===== src/rtl/riscv_pipe_pkg.sv =====
// Shared types and constants for the RV32 pipeline back-end registers.
package riscv_pipe_pkg;

  localparam int unsigned XLEN_DEF = 32;
  localparam logic [4:0]  REG_X0   = 5'd0;

  typedef enum logic {
    MEM_IDLE = 1'b0,
    MEM_WAIT = 1'b1
  } mem_state_t;

endpackage


===== src/rtl/dmem_access_fsm.sv =====
// Data-memory access control: request/write-enable decode, stall generation
// and IDLE/WAIT tracking of an outstanding access.
module dmem_access_fsm
  import riscv_pipe_pkg::*;
(
  input  logic clk,
  input  logic rst_n,
  input  logic mem_read_i,
  input  logic mem_write_i,
  input  logic dmem_ready_i,
  output logic dmem_req_o,
  output logic dmem_we_o,
  output logic mem_stall_o
);

  mem_state_t state_q, state_d;
  logic       mem_op;

  // State register, synchronous active-low reset.
  always_ff @(posedge clk) begin
    if (!rst_n) begin
      state_q <= MEM_IDLE;
    end else begin
      state_q <= state_d;
    end
  end

  // Next state and handshake outputs; a same-cycle ready never enters WAIT.
  always_comb begin
    mem_op      = mem_read_i | mem_write_i;
    dmem_req_o  = mem_op;
    dmem_we_o   = mem_write_i;
    mem_stall_o = mem_op & ~dmem_ready_i;
    state_d     = state_q;
    case (state_q)
      MEM_IDLE: if (mem_op && !dmem_ready_i) state_d = MEM_WAIT;
      MEM_WAIT: if (dmem_ready_i)            state_d = MEM_IDLE;
      default:                               state_d = MEM_IDLE;
    endcase
  end

endmodule


===== src/rtl/ex_mem_wb_pipe.sv =====
// EX/MEM and MEM/WB pipeline registers with data-memory access control.
// Optional stall-cycle performance counter enabled by `define PIPE_PERF_CNT_EN.
module ex_mem_wb_pipe
  import riscv_pipe_pkg::*;
#(
  parameter int unsigned XLEN = XLEN_DEF
`ifdef PIPE_PERF_CNT_EN
  ,
  parameter int unsigned CNT_W = 32
`endif
) (
  input  logic            clk,
  input  logic            rst_n,
  input  logic            ex_RegWrite,
  input  logic            ex_MemRead,
  input  logic            ex_MemWrite,
  input  logic            ex_MemtoReg,
  input  logic [XLEN-1:0] ex_alu_result,
  input  logic [XLEN-1:0] ex_rs2_data,
  input  logic [4:0]      ex_Rd,
  input  logic            ex_flush,
  output logic            dmem_req,
  output logic            dmem_we,
  output logic [XLEN-1:0] dmem_addr,
  output logic [XLEN-1:0] dmem_wdata,
  input  logic            dmem_ready,
  input  logic [XLEN-1:0] dmem_rdata,
  output logic            EX_MEM_RegWrite,
  output logic [4:0]      EX_MEM_Rd,
  output logic [XLEN-1:0] EX_MEM_alu_result,
  output logic            MEM_WB_RegWr,
  output logic [4:0]      MEM_WB_Rd,
  output logic [XLEN-1:0] MEM_WB_wdata,
  output logic            mem_stall
`ifdef PIPE_PERF_CNT_EN
  ,
  output logic [CNT_W-1:0] stall_cycles
`endif
);

  logic            ex_mem_regwrite_q, ex_mem_regwrite_d;
  logic            ex_mem_memread_q,  ex_mem_memread_d;
  logic            ex_mem_memwrite_q, ex_mem_memwrite_d;
  logic            ex_mem_memtoreg_q, ex_mem_memtoreg_d;
  logic [XLEN-1:0] ex_mem_alu_q,      ex_mem_alu_d;
  logic [XLEN-1:0] ex_mem_rs2_q,      ex_mem_rs2_d;
  logic [4:0]      ex_mem_rd_q,       ex_mem_rd_d;

  logic            mem_wb_regwr_q,    mem_wb_regwr_d;
  logic [4:0]      mem_wb_rd_q,       mem_wb_rd_d;
  logic [XLEN-1:0] mem_wb_wdata_q,    mem_wb_wdata_d;

  dmem_access_fsm u_dmem_fsm (
    .clk          (clk),
    .rst_n        (rst_n),
    .mem_read_i   (ex_mem_memread_q),
    .mem_write_i  (ex_mem_memwrite_q),
    .dmem_ready_i (dmem_ready),
    .dmem_req_o   (dmem_req),
    .dmem_we_o    (dmem_we),
    .mem_stall_o  (mem_stall)
  );

  // Next-state for both pipeline registers; everything holds while stalled.
  always_comb begin
    ex_mem_regwrite_d = ex_mem_regwrite_q;
    ex_mem_memread_d  = ex_mem_memread_q;
    ex_mem_memwrite_d = ex_mem_memwrite_q;
    ex_mem_memtoreg_d = ex_mem_memtoreg_q;
    ex_mem_alu_d      = ex_mem_alu_q;
    ex_mem_rs2_d      = ex_mem_rs2_q;
    ex_mem_rd_d       = ex_mem_rd_q;
    mem_wb_regwr_d    = mem_wb_regwr_q;
    mem_wb_rd_d       = mem_wb_rd_q;
    mem_wb_wdata_d    = mem_wb_wdata_q;
    if (!mem_stall) begin
      // A flush turns the incoming instruction into a bubble; data fields still load.
      ex_mem_regwrite_d = ex_RegWrite & ~ex_flush;
      ex_mem_memread_d  = ex_MemRead  & ~ex_flush;
      ex_mem_memwrite_d = ex_MemWrite & ~ex_flush;
      ex_mem_memtoreg_d = ex_MemtoReg & ~ex_flush;
      ex_mem_alu_d      = ex_alu_result;
      ex_mem_rs2_d      = ex_rs2_data;
      ex_mem_rd_d       = ex_flush ? REG_X0 : ex_Rd;
      mem_wb_regwr_d    = ex_mem_regwrite_q;
      mem_wb_rd_d       = ex_mem_rd_q;
      mem_wb_wdata_d    = ex_mem_memtoreg_q ? dmem_rdata : ex_mem_alu_q;
    end
  end

  // Pipeline register update with synchronous active-low reset.
  always_ff @(posedge clk) begin
    if (!rst_n) begin
      ex_mem_regwrite_q <= 1'b0;
      ex_mem_memread_q  <= 1'b0;
      ex_mem_memwrite_q <= 1'b0;
      ex_mem_memtoreg_q <= 1'b0;
      ex_mem_alu_q      <= '0;
      ex_mem_rs2_q      <= '0;
      ex_mem_rd_q       <= '0;
      mem_wb_regwr_q    <= 1'b0;
      mem_wb_rd_q       <= '0;
      mem_wb_wdata_q    <= '0;
    end else begin
      ex_mem_regwrite_q <= ex_mem_regwrite_d;
      ex_mem_memread_q  <= ex_mem_memread_d;
      ex_mem_memwrite_q <= ex_mem_memwrite_d;
      ex_mem_memtoreg_q <= ex_mem_memtoreg_d;
      ex_mem_alu_q      <= ex_mem_alu_d;
      ex_mem_rs2_q      <= ex_mem_rs2_d;
      ex_mem_rd_q       <= ex_mem_rd_d;
      mem_wb_regwr_q    <= mem_wb_regwr_d;
      mem_wb_rd_q       <= mem_wb_rd_d;
      mem_wb_wdata_q    <= mem_wb_wdata_d;
    end
  end

  assign dmem_addr         = ex_mem_alu_q;
  assign dmem_wdata        = ex_mem_rs2_q;
  assign EX_MEM_RegWrite   = ex_mem_regwrite_q;
  assign EX_MEM_Rd         = ex_mem_rd_q;
  assign EX_MEM_alu_result = ex_mem_alu_q;
  assign MEM_WB_RegWr      = mem_wb_regwr_q;
  assign MEM_WB_Rd         = mem_wb_rd_q;
  assign MEM_WB_wdata      = mem_wb_wdata_q;

`ifdef PIPE_PERF_CNT_EN
  logic [CNT_W-1:0] stall_cnt_q, stall_cnt_d;

  // Saturating count of stalled cycles.
  always_comb begin
    stall_cnt_d = stall_cnt_q;
    if (mem_stall && (stall_cnt_q != '1)) begin
      stall_cnt_d = stall_cnt_q + {{(CNT_W-1){1'b0}}, 1'b1};
    end
  end

  // Counter register with synchronous active-low reset.
  always_ff @(posedge clk) begin
    if (!rst_n) begin
      stall_cnt_q <= '0;
    end else begin
      stall_cnt_q <= stall_cnt_d;
    end
  end

  assign stall_cycles = stall_cnt_q;
`endif

endmodule

===== config.mk =====
export PLATFORM = sky130hd
export DESIGN_NAME = ex_mem_wb_pipe
export DESIGN_NICKNAME = d
export VERILOG_FILES = /design/src/rtl/riscv_pipe_pkg.sv /design/src/rtl/dmem_access_fsm.sv /design/src/rtl/ex_mem_wb_pipe.sv
export SDC_FILE = /design/constraint.sdc
export NUM_CORES = 1
export LEC_CHECK = 0
export ABC_CLOCK_PERIOD_IN_PS = 3400
export BUFFER_PORTS_ARGS = -buffer_cell sky130_fd_sc_hd__buf_2
export CORE_MARGIN = 5
export CORE_UTILIZATION = 50
export CTS_BUF_LIST = sky130_fd_sc_hd__clkbuf_4 sky130_fd_sc_hd__clkbuf_8 sky130_fd_sc_hd__clkbuf_16
export DETAILED_ROUTE_END_ITERATION = 12
export PLACE_DENSITY = 0.84
export RECOVER_POWER = 100
export SYNTH_ARGS = -nofsm -noshare
export SYNTH_HDL_FRONTEND = slang
export SYNTH_SLANG_ARGS = --single-unit

===== constraint.sdc =====
create_clock -name clk -period 3.4 [get_ports clk]
set_clock_uncertainty 0.1 [all_clocks]
set_input_delay 0.17 -clock clk [delete_from_list [all_inputs] [get_ports clk]]
set_output_delay 0.17 -clock clk [all_outputs]
set_load 0.05 [all_outputs]

# Word level (Yosys, flattened, before mapping)
# Index checks and enable logic that the tools add are counted.
totals:
  rom_bits: 0
  inputBits: 109
  mem_count: 0
  ramBits: 0
  reg_bits: 111
  output_inout_bits: 143
  latch_bits: 0
  wordCells: 20
classes:
  div_mod_pow: 0
  n_bitwise: 8
  n_lt_le_gt_ge: 0
  addsub: 0
  muxes: 2
  n_reduce_logical: 0
  n_mul: 0
  eq_ne: 0
  n_shift: 0
op_table:
  columns: ["op", "n"]
  rows:
  - ["$mux W32", 1]
  - ["$and A1 B1 Y1", 5]
  - ["$mux W5", 1]
  - ["$not A1 Y1", 2]
  - ["$or A1 B1 Y1", 1]

# Logic depth before layout (Yosys ltp)
depth:
  ltp_word: 2
  depth_mapped: 5
  mapped_depth_nobuf: 2

# Modules after synthesis
# From an unflattened synthesis, not the netlist that was laid out.
unflattened:
  cells_unflattened: 442
  area_unflattened_um2: 5002.3
by_module_without_submodules:
  columns: ["module", "seq_area_each_um2", "area_per_inst_um2", "n_inst", "cells_each"]
  rows:
  - ["ex_mem_wb_pipe", 2222.1, 4978.5, 1, 439]
  - ["dmem_access_fsm", 0.0, 23.8, 1, 3]

# Least setup slack after synthesis
# No wires, ideal clock.
synth_path:
  path_kind: "reg-to-output"
  from: "register ex_mem_memwrite_q"
  to: "output port mem_stall"
  required_ps: 3130
  slack_ps: 1821
  path_stages_with_launch: 5
  arrival_time_ps: 1309
  path_buffers: 2
  cell_sequence: "dfxtp_1 -> o21bai_4 -> buf_6 -> buf_6 -> inv_2"
synth_between:
  elab_chain_len: 2
synth_rtl:
  columns: ["element", "line_no", "rtl"]
  rows:
  - ["from (decl)", "ex_mem_wb_pipe.sv:43", "logic ex_mem_memwrite_q, ex_mem_memwrite_d;"]
  - ["from (signal assigned)", "ex_mem_wb_pipe.sv:107", "ex_mem_memwrite_q <= ex_mem_memwrite_d;"]
  - ["$or A1 B1 Y1", "dmem_access_fsm.sv:30", "mem_op = mem_read_i | mem_write_i;"]
  - ["$and A1 B1 Y1", "dmem_access_fsm.sv:33", "mem_stall_o = mem_op & ~dmem_ready_i;"]
  - ["to (decl)", "ex_mem_wb_pipe.sv:34", "output logic mem_stall"]
# Every way passes these cells.

# Final worst setup path
layout_path:
  from: "register ex_mem_memtoreg_q"
  to: "register mem_wb_wdata_q[6], in the netlist MEM_WB_wdata[6]"
layout_between:
  elab_chain_len: 1
layout_rtl:
  columns: ["element", "line_no", "rtl"]
  rows:
  - ["from (decl)", "ex_mem_wb_pipe.sv:44", "logic ex_mem_memtoreg_q, ex_mem_memtoreg_d;"]
  - ["from (signal assigned)", "ex_mem_wb_pipe.sv:108", "ex_mem_memtoreg_q <= ex_mem_memtoreg_d;"]
  - ["$mux W32", "ex_mem_wb_pipe.sv:87", "mem_wb_wdata_d = ex_mem_memtoreg_q ? dmem_rdata : ex_mem_alu_q;"]
  - ["to (signal assigned)", "ex_mem_wb_pipe.sv:114", "mem_wb_wdata_q <= mem_wb_wdata_d;"]
  - ["to (decl)", "ex_mem_wb_pipe.sv:51", "logic [XLEN-1:0] mem_wb_wdata_q, mem_wb_wdata_d;"]
# Every way passes these cells.
# A chain may end at the register's enable or synchronous reset.

==> reports/summary.txt <==
==================================================================================================
Gate family responsible for the most delay along the worst path                         flip-flops
Number of cell rows                                                                             36
Maximum number of buffers from clock root to sink                                                2
Max incr delay on CP                                                                       1.66 ns
Cell taking the most area after synthesis                                                  dfxtp_1
Worst skew pair latency                                                                    0.35 ns
Clock transition time at the flip-flop clock pins of the worst setup and hold paths        0.10 ns
Pin count of the biggest net entering global routing                                           153
Count of cells along the worst hold path                                                         3
Growth of design area from synthesis to finish                                               32.8%
Vias in the first global route                                                               4,857
Remaining antenna violation count                                                                0
Initial Utilization                                                                          0.517
Total global routing track utilization                                                       0.245
Post-layout net count                                                                          891
Failing checks                                                                        capacitance limit, slew limit
Post-Syn Area per Cell                                                                    9.84 um2
Path type of the worst setup path                                                          reg2reg
Number of DRC violations after detailed routing                                                  0
Depth of the most critical reg-to-reg path                                                       2
Number of design-rule violations left by the first detailed-router iteration                   238
Flops & latches, synth                                                                         111
Syn_nets                                                                                       627
Final Max Slew Viols                                                                            34
Setup repair after global routing missed its margin                                          false
WL final                                                                                   15.6 mm
Leakage power figure                                                                    0.00314 uW
Synthesized cell area                                                                     5100 um2
Area after detailed placement                                                             6050 um2
Setup TNS                                                                                     0 ns
Via count of the routed design                                                               4,740
H-tree lvl count                                                                                 3
Most frequent cells in the layout                                                     nand2_1 (143), clkbuf_1 (143), dfxtp_1 (111), mux2i_1 (111), buf_2 (107)
Class of the most critical hold timing path                                                 in2reg
Required time worst endpoint                                                               3.56 ns
Height of the die                                                                           111 um
GR Overflow Total                                                                                0
Area share of the largest cell type after synthesis                                          0.436
Global placement routability congestion                                                      0.835
Clock tree from TritonCTS                                                                    built
Count of TritonRoute iterations in the first routing pass                                        5
Total CTS buffers                                                                                9
Fraction of layout instances using a drive strength above 1                                  0.201
Power density relative to cell area                                                     470 nW/um2
Crit share post-route                                                                        0.753
First-pass GRT wire length                                                                 24.8 mm
Critical Path Sink Type                                                                       flop
Mapped Cells                                                                                   518
Cells resized by post-CTS repair                                                                 0
Top cells by area in the synthesized netlist                                          dfxtp_1 (44%), mux2i_1 (22%), nand2_1 (11%)
Cells along the critical path                                                         mux2i_1 > a221oi_2
Die Width                                                                                   111 um
Total number of clock tree sinks                                                               111
Final design area excluding fillers                                                       6770 um2
Part of the Yosys area used for sequential elements                                          0.436
Setup-violating endpoint count in the final report                                               0
Fmax achieved                                                                            0.390 GHz
Per-cell via count in the routed design                                                       5.15
CP Data Arrival Time                                                                       2.72 ns
CP Depth                                                                                         2
Dpl hpwl                                                                                   9.73 mm
Maximum vdd ir drop                                                                         253 uV
Die Outline Area                                                                        12,300 um2
Critical-path cell with the highest stage delay                                            dfxtp_1
Slew at the pin closest to its max-slew limit                                              1.99 ns
Antenna violations before repair                                                                 1
Area inside the core boundary                                                             9860 um2
Routed wire length per instance                                                            17.0 um
Relative max-transition margin                                                              -0.326
Clock root buffer master                                                                  clkbuf_8
Startpoint types                                                                              flop
Biggest fanout along the worst timing path                                                      33
Yosys warnings                                                                                   0
Buffer and inverter count on the worst path                                                      0
Outcome                                                                               finished, violations left
Worst reg2reg setup slack                                                                  0.84 ns
Count of filler cells inserted in the layout                                                   816
Final Critical Period                                                                      2.56 ns
Hold violation count in the final report                                                         0
Number of I/O pins                                                                             252
Maximum capacitance violations                                                                   1
PortBufs                                                                                       251
Yosys cell types                                                                                15
==================================================================================================
repair_timing:
item / in CTS / in global routing
hold endpoints to repair: 73 / 0
hold buffers: 73 / 0
setup buffers: 0 / 0
metrics by stage:
stage | power, uW | hold WS [ns] | utilization | cells | worst slack [ns]
2_1_floorplan | 2190 | 0.212 | - | 518 | 1.82
3_3_place_gp | 2360 | 0.317 | 0.613 | 831 | 1.69
3_5_place_dp | 2380 | 0.323 | 0.613 | 831 | 1.58
4_1_cts | 3230 | 0.0676 | 0.706 | 919 | 1.34
5_1_grt | 3310 | 0.0917 | 0.686 | 920 | 0.741
6_report | 3180 | 0.0864 | 0.686 | 920 | 0.838
worst paths after layout:
| kind | from | end |
|---|---|---|
| setup / recovery | ex_mem_memtoreg_q | MEM_WB_wdata[6] |
| hold / removal | dmem_rdata[13] | MEM_WB_wdata[13] |
| setup reg to reg | ex_mem_memtoreg_q | MEM_WB_wdata[6] |
| hold reg to reg | dmem_wdata[15] | dmem_wdata[15] |
sequential cells by signal, indices dropped and copies added, names as in the netlist:
name / flops
MEM_WB_RegWr: 1
EX_MEM_RegWrite: 1
ex_mem_memtoreg_q: 1
ex_mem_memread_q: 1
EX_MEM_Rd: 5
ex_mem_memwrite_q: 1
MEM_WB_Rd: 5
MEM_WB_wdata: 32
EX_MEM_alu_result: 32
dmem_wdata: 32
worst register-to-register path, cell delays in order, from the launching register on:
cell      delay, ns
dfxtp_1        1.66
mux2i_1        0.35
a221oi_2       0.35
cells by family after synthesis:
kind of cell / Yosys count / share of synthesized area
and+or+nand+nor: 185 / 0.143
muxes: 111 / 0.218
DFF: 111 / 0.436
buffers and inverters: 78 / 0.107
AOI/OAI and AO/OA: 33 / 0.0955
where the power goes:
part	internal (uW)	leakage [uW]	switching [uW]
sequential	1390	0.000919	77.3
combinational	264	0.00213	660
clock	363	0.0000929	426
total	2020	0.00314	1160
layout make-up:
type / count / area (um2) / share of cell area
Antenna cell: 1 / 2.50 / 0.000370
Clock buffer: 12 / 146 / 0.0216
Clock inverter: 3 / 45.0 / 0.00666
Inverter: 2 / 7.51 / 0.00111
Multi-Input combinational cell: 329 / 2300 / 0.341
Sequential cell: 111 / 2220 / 0.328
Tap cell: 133 / 166 / 0.0246
Timing Repair Buffer: 329 / 1870 / 0.277
cell usage after synthesis:
cell type and n:
nand2_1 143, or2_1 1, inv_2 1, o21bai_4 1
nor2_1 32, inv_1 1, dfxtp_1 111, clkbuf_1 18
buf_4 37, buf_6 14, mux2i_1 111, a221oi_1 2
buf_2 7, nand3b_1 9, a221oi_2 30
per-layer routing:
metal | global-route usage | wire length [um] | up-vias
met2 | 0.447 | 8000 | 234
met5 | 0 | 0 | -
met1 | 0.263 | 5910 | 2229
met3 | 0.0644 | 1250 | 38
li1 | - | - | 2239
met4 | 0.107 | 453 | 0
Power figures use the tool's default switching activity.
